### src/rtl/muldiv_iter.sv
// Iterative RV32M multiply/divide unit: shift-add multiply, restoring divide, start/done handshake.
// Optional macro MULDIV_EARLY_OUT_EN finishes trivial divides/multiplies straight from IDLE.
module muldiv_iter #(
  parameter int unsigned XLEN  = 32,
  parameter int unsigned CNT_W = 5
) (
  input  logic            clk,
  input  logic            rst_n,
  input  logic            start,
  input  logic            kill,
  input  logic [2:0]      funct3,
  input  logic [XLEN-1:0] rs1,
  input  logic [XLEN-1:0] rs2,
  output logic            busy,
  output logic            done,
  output logic [XLEN-1:0] result
);

  localparam int unsigned PW = 2 * XLEN;

  localparam logic [1:0] S_IDLE = 2'd0;
  localparam logic [1:0] S_CALC = 2'd1;
  localparam logic [1:0] S_FIX  = 2'd2;
  localparam logic [1:0] S_DONE = 2'd3;

  logic [1:0]       r_state;
  logic [1:0]       w_next_state;
  logic [CNT_W-1:0] r_cnt;
  logic [2:0]       r_op;
  logic             r_neg;
  logic             r_bzero;
  logic [XLEN-1:0]  r_b;
  logic [PW-1:0]    r_acc;
  logic             r_busy;
  logic             r_done;
  logic [XLEN-1:0]  r_result;

  logic             w_accept;
  logic             w_sgn_a;
  logic             w_sgn_b;
  logic             w_neg_a;
  logic             w_neg_b;
  logic             w_neg_res;
  logic [XLEN-1:0]  w_mag_a;
  logic [XLEN-1:0]  w_mag_b;
  logic [XLEN:0]    w_msum;
  logic [PW-1:0]    w_mul_next;
  logic [XLEN:0]    w_dshift;
  logic [XLEN:0]    w_ddiff;
  logic             w_dge;
  logic [PW-1:0]    w_div_next;
  logic [PW-1:0]    w_prod_fix;
  logic [XLEN-1:0]  w_quo_fix;
  logic [XLEN-1:0]  w_rem_fix;
  logic [XLEN-1:0]  w_fix_res;
  logic             w_early;
  logic [XLEN-1:0]  w_early_res;

  assign busy   = r_busy;
  assign done   = r_done;
  assign result = r_result;

  // Operand decode: signedness per op, magnitudes and the sign the final result must carry.
  assign w_accept  = start && !kill;
  assign w_sgn_a   = (funct3 == 3'b001) || (funct3 == 3'b010) ||
                     (funct3 == 3'b100) || (funct3 == 3'b110);
  assign w_sgn_b   = (funct3 == 3'b001) || (funct3 == 3'b100) || (funct3 == 3'b110);
  assign w_neg_a   = w_sgn_a && rs1[XLEN-1];
  assign w_neg_b   = w_sgn_b && rs2[XLEN-1];
  assign w_mag_a   = w_neg_a ? (~rs1 + XLEN'(1)) : rs1;
  assign w_mag_b   = w_neg_b ? (~rs2 + XLEN'(1)) : rs2;
  assign w_neg_res = (funct3[2] && funct3[1]) ? w_neg_a : (w_neg_a ^ w_neg_b);

  // Multiply step: r_acc = {partial product, remaining multiplier bits}, r_b = multiplicand.
  assign w_msum     = {1'b0, r_acc[PW-1:XLEN]} + (r_acc[0] ? {1'b0, r_b} : '0);
  assign w_mul_next = {w_msum, r_acc[XLEN-1:1]};

  // Divide step: r_acc = {partial remainder, dividend/quotient}; borrow bit decides the quotient bit.
  assign w_dshift   = {r_acc[PW-1:XLEN], r_acc[XLEN-1]};
  assign w_ddiff    = w_dshift - {1'b0, r_b};
  assign w_dge      = !w_ddiff[XLEN];
  assign w_div_next = {(w_dge ? w_ddiff[XLEN-1:0] : w_dshift[XLEN-1:0]),
                       r_acc[XLEN-2:0], w_dge};

  assign w_prod_fix = r_neg ? (~r_acc + PW'(1)) : r_acc;
  assign w_quo_fix  = r_neg ? (~r_acc[XLEN-1:0] + XLEN'(1)) : r_acc[XLEN-1:0];
  assign w_rem_fix  = r_neg ? (~r_acc[PW-1:XLEN] + XLEN'(1)) : r_acc[PW-1:XLEN];

  // Divide by zero keeps the natural remainder (== rs1) but forces the quotient to all ones.
  always_comb begin
    w_fix_res = w_prod_fix[XLEN-1:0];
    case (r_op)
      3'b001, 3'b010, 3'b011: w_fix_res = w_prod_fix[PW-1:XLEN];
      3'b100, 3'b101:         w_fix_res = r_bzero ? '1 : w_quo_fix;
      3'b110, 3'b111:         w_fix_res = w_rem_fix;
      default:                w_fix_res = w_prod_fix[XLEN-1:0];
    endcase
  end

`ifdef MULDIV_EARLY_OUT_EN
  always_comb begin
    w_early     = 1'b0;
    w_early_res = '0;
    if (funct3[2]) begin
      if (rs2 == '0) begin
        w_early     = 1'b1;
        w_early_res = funct3[1] ? rs1 : '1;
      end else if (!funct3[0] && (rs1 == {1'b1, {(XLEN-1){1'b0}}}) && (rs2 == '1)) begin
        w_early     = 1'b1;
        w_early_res = funct3[1] ? '0 : rs1;
      end
    end else if ((rs1 == '0) || (rs2 == '0)) begin
      w_early = 1'b1;
    end
  end
`else
  assign w_early     = 1'b0;
  assign w_early_res = '0;
`endif

  always_comb begin
    w_next_state = r_state;
    case (r_state)
      S_IDLE: if (w_accept) w_next_state = w_early ? S_DONE : S_CALC;
      S_CALC: begin
        if (kill)                               w_next_state = S_IDLE;
        else if (r_cnt == CNT_W'(XLEN - 1))     w_next_state = S_FIX;
      end
      S_FIX:   w_next_state = kill ? S_IDLE : S_DONE;
      S_DONE:  w_next_state = S_IDLE;
      default: w_next_state = S_IDLE;
    endcase
  end

  always_ff @(posedge clk or negedge rst_n) begin
    if (!rst_n) begin
      r_state  <= S_IDLE;
      r_cnt    <= '0;
      r_op     <= '0;
      r_neg    <= 1'b0;
      r_bzero  <= 1'b0;
      r_b      <= '0;
      r_acc    <= '0;
      r_busy   <= 1'b0;
      r_done   <= 1'b0;
      r_result <= '0;
    end else begin
      r_state <= w_next_state;
      r_busy  <= (w_next_state != S_IDLE);
      r_done  <= (w_next_state == S_DONE);
      case (r_state)
        S_IDLE: begin
          if (w_accept) begin
            r_op    <= funct3;
            r_neg   <= w_neg_res;
            r_bzero <= (rs2 == '0);
            r_cnt   <= '0;
            r_b     <= funct3[2] ? w_mag_b : w_mag_a;
            r_acc   <= {{XLEN{1'b0}}, (funct3[2] ? w_mag_a : w_mag_b)};
            if (w_early) r_result <= w_early_res;
          end
        end
        S_CALC: begin
          if (!kill) begin
            r_acc <= r_op[2] ? w_div_next : w_mul_next;
            r_cnt <= r_cnt + CNT_W'(1);
          end
        end
        S_FIX: begin
          if (!kill) r_result <= w_fix_res;
        end
        default: ;
      endcase
    end
  end

endmodule

### config.mk
export PLATFORM = sky130hd
export DESIGN_NAME = muldiv_iter
export DESIGN_NICKNAME = d
export VERILOG_FILES = /design/src/rtl/muldiv_iter.sv
export SDC_FILE = /design/constraint.sdc
export NUM_CORES = 1
export LEC_CHECK = 0
export CAP_MARGIN = 30
export CORE_ASPECT_RATIO = 2
export CORE_MARGIN = 1.5
export CORE_UTILIZATION = 50
export DETAILED_ROUTE_END_ITERATION = 6
export PLACE_DENSITY = 0.71
export SYNTH_ARGS = -nofsm -noshare
export SYNTH_HDL_FRONTEND = slang
export SYNTH_SLANG_ARGS = --single-unit
### constraint.sdc
create_clock -name clk -period 4.1 [get_ports clk]
set_clock_uncertainty 0.1 [all_clocks]
set_input_delay 0.82 -clock clk [delete_from_list [all_inputs] [get_ports clk]]
set_output_delay 0.82 -clock clk [all_outputs]
set_load 0.01 [all_outputs]
# Word-level counts from Yosys, hierarchy flattened
# Cells that the tools add are included.
# W data, S select, Z words.
# totals
in_bits	71
reg_bits	142
out_inout_bits	34
# op_classes
addsub	8
n_eq_ne	18
n_bitwise	7
mux	24
reduce_logical	21
# op_table
op	n
$mux W32	9
$mux W64	4
$add A32 B1 Y32 const B	4
$not A32 Y32	4
$pmux W64 S2	1
$pmux W32 S3	1
$add A64 B1 Y64 const B	1
$not A64 Y64	1
$add A32 B32 Y33	1
$sub A33 B32 Y33	1
$logic_not A32 Y1	1
$eq A3 B3 Y1 const B	6
$mux W5	2
$pmux W5 S2	1
$eq A3 B2 Y1 const B	3
$mux W2	4
$pmux W2 S4	1
$eq A2 B2 Y1 const B	3
$eq A3 B1 Y1 const B	2
$add A5 B1 Y5 const B	1
$eq A5 B5 Y1 const B	1
$logic_or A1 B1 Y1	5
$logic_and A1 B1 Y1	4
$ne A2 B2 Y1 const B	2
11 further kinds	15

# Longest topological paths before layout
# logic_depth
ltp_word	9
mapped_depth	14
depth_no_buf	13

# Worst setup path after synthesis
# OpenSTA, ideal clock, no wires.
# synth_path
kind	register to register
startpoint	reg r_acc[0]
endpoint	reg r_acc[62]
setup_time_ns	0.143
path_slack_ns	0.742
path_stages_with_launch	15
arrival_time_ns	3.115
period_less_slack_ns	3.358
path_cell_list	dfrtp_1 > inv_1 > clkbuf_1 > nor2_1 > ha_1 > clkbuf_1 > a21o_1 > a21oi_1 > o21ai_0 > a221o_1 > o2111ai_1 > o21ai_0 > a221oi_1 > xor2_1 > o221ai_1
# synth_between
elab_chain_cells	5
# synth_rtl
element	line_no	source
start: declaration	33	logic [PW-1:0] r_acc;
start signal: assignment	159	r_acc <= {{XLEN{1'b0}}, (funct3[2] ? w_mag_a : w_mag_b)};
start signal: assignment	165	r_acc <= r_op[2] ? w_div_next : w_mul_next;
$mux W32	75	assign w_msum = {1'b0, r_acc[PW-1:XLEN]} + (r_acc[0] ? {1'b0, r_b} : '0);
$add A32 B32 Y33	75	
$mux W64	165	
$mux W64	164	if (!kill) begin
$pmux W64 S2	151	case (r_state)
# Every way passes these cells. The select of a mux whose other input is x is not followed.
# A chain may end at the register's enable or synchronous reset.

# Worst setup path in the final report
# layout_path
startpoint	reg r_acc[32]
endpoint	reg r_result[24] (netlist: result[24])
# layout_between
elab_chain_cells	4
elab_cells_between_ends	7
cone_classes	2 x add/sub; 3 x mux; 2 x bitwise
# layout_rtl
element	line_no	source
$not A64 Y64 or $not A32 Y32 (tied branches)	85, 87	
$add A64 B1 Y64 or $add A32 B1 Y32 (tied branches)	85, 87	
$mux W64 or $mux W32 (tied branches)	85, 87	
$pmux W32 S3 *	92	case (r_op)
end signal: assignment	160	if (w_early) r_result <= w_early_res;
end signal: assignment	170	if (!kill) r_result <= w_fix_res;
end: declaration	36	logic [XLEN-1:0] r_result;
# Every way passes the cells marked *; elsewhere a longest branch is shown, timed or not.

==> flow_metrics.py <==
metrics = {
    "worst_setup_path": {
        "worst_setup_path_end_kind": "flip-flop",
        "cp.arrival_ns": 4.15,
        "path_class": "reg2reg",
        "r2r-start": "r_acc[32]",
        "reg2reg_slack_ns": 0.20,
        "cp_max_fo": 9,
        "crit_required_ns": 4.34,
        "crit_start": "r_acc[32]",
        "reg2reg_to": "result[24]",
        "crit_end": "result[24]",
        "r2r_cells": 11,
        "crit_path_start_kind": "flip-flop",
    },
    "logic_synthesis": {
        "synthFlopType": "dfrtp_1",
        "netlist.area_leader.share_pct": 24.47,
        "syn_inst": 1944,
        "synth_cell_type_count": 79,
        "synth_largest_area_cell": "dfrtp_1",
        "synthArstFlopShare_pct": 100.0,
        "ys_top_cells_by_count": "nor2_1, a21oi_1, o21ai_0, nand2_1, dfrtp_1",
        "syn_nets": 2087,
        "synth_edf_count": 0,
        "synth.top_cells.by_area": "dfrtp_1, a21oi_1, o21ai_0",
        "avgSynthCellArea_um2": 7.470,
        "ys_ff_latch": 142,
        "ys.warnings.count": 0,
        "netlist_area_um2": 14520,
        "ys_seq_area_share_pct": 24.47,
        "yosysMostFrequentCell": "nor2_1",
    },
    "flow_run": {
        "drv_cap": 0,
    },
    "pwr": {
        "power_switching_share_pct": 52.32,
        "ir_drop_v": 0.0004332,
        "p_sw_uw": 6247,
        "p_comb_share_pct": 66.5,
        "p_clk_share_pct": 14.2,
        "p_seq_share_pct": 19.3,
        "leakagePower_uw": 0.007474,
        "intPower_uw": 5694,
        "p_total_uw": 11940,
        "power_density_nw_per_um2": 692.3,
    },
    "outcome": {
        "status": "finished, violations left",
        "violations": "DRC",
    },
    "sta": {
        "max_freq_mhz": 256.1,
        "tightest_slew_ns": 0.8724,
        "fin_crit_ns": 3.905,
        "final-setup-viol-count": 0,
        "setup_tns_ns": 0,
        "finalHoldViolCount": 0,
        "max_slew_margin_pct": 41.42,
        "min_period_over_period_pct": 95.24,
        "slew_violations": 0,
        "fin_ws_ns": 0.1953,
        "grt_setup_unrepaired": "false",
    },
    "clock_tree": {
        "post_cts_buffers": 0,
        "hold_buffers": 0,
        "cts_sinks": 142,
        "cts_max_level": 4,
        "cts_buffer_depth": 2,
        "clkLatencyLatePin_ns": 0.48,
        "cts_root_buf": "clkbuf_16",
        "cts_inserted_buffers": 17,
        "postCtsResizedCells": 0,
        "cts_tree": "done",
        "clk_transition_reported_paths_ns": 0.07,
    },
    "die": {
        "fp.dieArea_um2": 30140,
        "die_h_um": 244.0,
        "die_w_um": 123.5,
        "ios": 105,
        "placementRows": 88,
        "initial_core_util_pct": 50.53,
        "core_um2": 28740,
    },
    "global_route": {
        "grt.overflow.total": 0,
        "grt_pass1_vias": 15920,
        "track_usage_pct": 42.86,
        "antenna_found_initial": 7,
        "grt_pass1_wl_mm": 94.21,
        "grt_max_degree": 79,
    },
    "final_layout": {
        "stdcell_count": 2459,
        "drive_gt1_share_pct": 10.03,
        "syn2layout_area_growth_pct": 18.78,
        "final_nets": 2224,
    },
    "min_path": {
        "min_path_type": "in2async",
    },
    "placement": {
        "dp_hpwl_mm": 49.91,
        "portBuffers": 104,
        "place_congestion": 1.073,
        "pre_cts_slack_ns": 0.08268,
        "dp_cells": 2422,
    },
    "detailed_routing": {
        "drc": 2,
        "drt_iter0_markers": 1486,
        "drt-pass1-iter-count": 7,
        "wl_mm": 63.46,
        "ant_nets": 0,
        "post_drt_wl_per_cell_um": 25.81,
        "viasPerCell": 6.577,
        "vias": 16173,
    },
}
how the worst min path moves through the flow:
stage                          start    endpoint  slack (ns)  cells after the start
final                          rst_n  result[25]        0.26                      1
after global routing           rst_n        done        0.34                      1
after CTS                      rst_n        done        0.31                      1
after detailed placement  result[20]  result[20]        0.36                      1
after global placement    result[26]  result[26]        0.35                      2
after floorplan             r_cnt[4]    r_cnt[4]        0.35                      2
flip-flops by register name, indices dropped and copies added, names as in the netlist:
| signal | cells |
|---|---|
| busy | 1 |
| done | 1 |
| r_acc | 64 |
| r_b | 32 |
| r_bzero | 1 |
| r_cnt | 5 |
| r_neg | 1 |
| r_op | 3 |
| r_state | 2 |
| result | 32 |
power groups by stage:
stage	Clock, µW	Sequential [µW]	Combinational [µW]
after floorplan	0	2000	5140
after global placement	0	2270	7530
after detailed placement	0	2280	7590
after global routing	1760	2320	8470
final	1700	2310	7940
after CTS	1700	2260	7630
final cells by class:
| cell class | count | area (µm²) |
|---|---|---|
| tap | 360 | 450.4 |
| inverter | 59 | 221.5 |
| antenna | 5 | 12.51 |
| sequential | 142 | 3556 |
| fill | 2701 | 11490 |
| multi-input combinational | 1614 | 10250 |
| clock inverter | 15 | 197.7 |
| clock buffer | 17 | 425.4 |
| timing repair buffer | 247 | 2138 |
layer usage:
metal  global-route usage (%)  up-vias  part of all wire (%)
li1                         -     7352                     -
met1                    40.90     7630                    32
met2                    71.60      844                    49
met3                    9.235      345                   6.8
met4                    45.00        2                    13
met5                        0        -                 0.020
worst max-delay path, cell delays in order, from the launching register on:
cell and delay, ns:
dfrtp_1 0.52, inv_1 0.19, ha_1 0.31, or4b_1 0.56, nor4_1 0.60, nand2_1 0.33
or3_1 0.42, o31a_1 0.30, nor2_1 0.08, o21ai_0 0.08, a31oi_1 0.18, o21ai_0 0.09
cells by family (layout without fill, tap and decap cells):
family          count (synthesis)  count (layout)  share of synthesized area [%]
fa+ha+maj                      72              72                          6.307
xor+xnor                      184             184                          11.10
mux                            66              66                          4.592
compound gates                652             652                          27.84
simple gates                  640             640                          20.62
flops                         142             142                          24.47
other cells                     0               5                              0
buf+inv                       188             338                          5.075
through the flow:
| stage | util [%] | hold WS [ns] | area [µm²] |
|---|---|---|---|
| finish | 60.02 | 0.2612 | 17250 |
| floorplan | - | 0.3453 | 14520 |
| detailed placement | 57.81 | 0.3648 | 16610 |
| global placement | 57.81 | 0.3513 | 16610 |
| CTS | 59.98 | 0.3117 | 17240 |
| global route | 60.01 | 0.3428 | 17250 |
cell usage in the layout (no fill, tap or decap), drive strengths merged, types with 7 or more instances in the layout:
master and count:
nor2 214, a21oi 201, o21ai 195, nand2 187, buf 145, dfrtp 142, clkdlybuf4s50 102, xnor2 96
xor2 88, ha 70, inv 65, mux2i 61, nor3 52, nand3 32, a21o 30, nand2b 26
o31ai 25, or4 24, a31oi 22, o211ai 21, a22oi 20, or3 20, o41ai 19, o221ai 18
nor4 18, clkbuf 17, a211oi 12, and3 11, nor2b 11, and2 11, nand4 11, a221oi 11
o21bai 10, o22ai 10, or2 7
No activity file was read; power rests on OpenSTA's default activity.
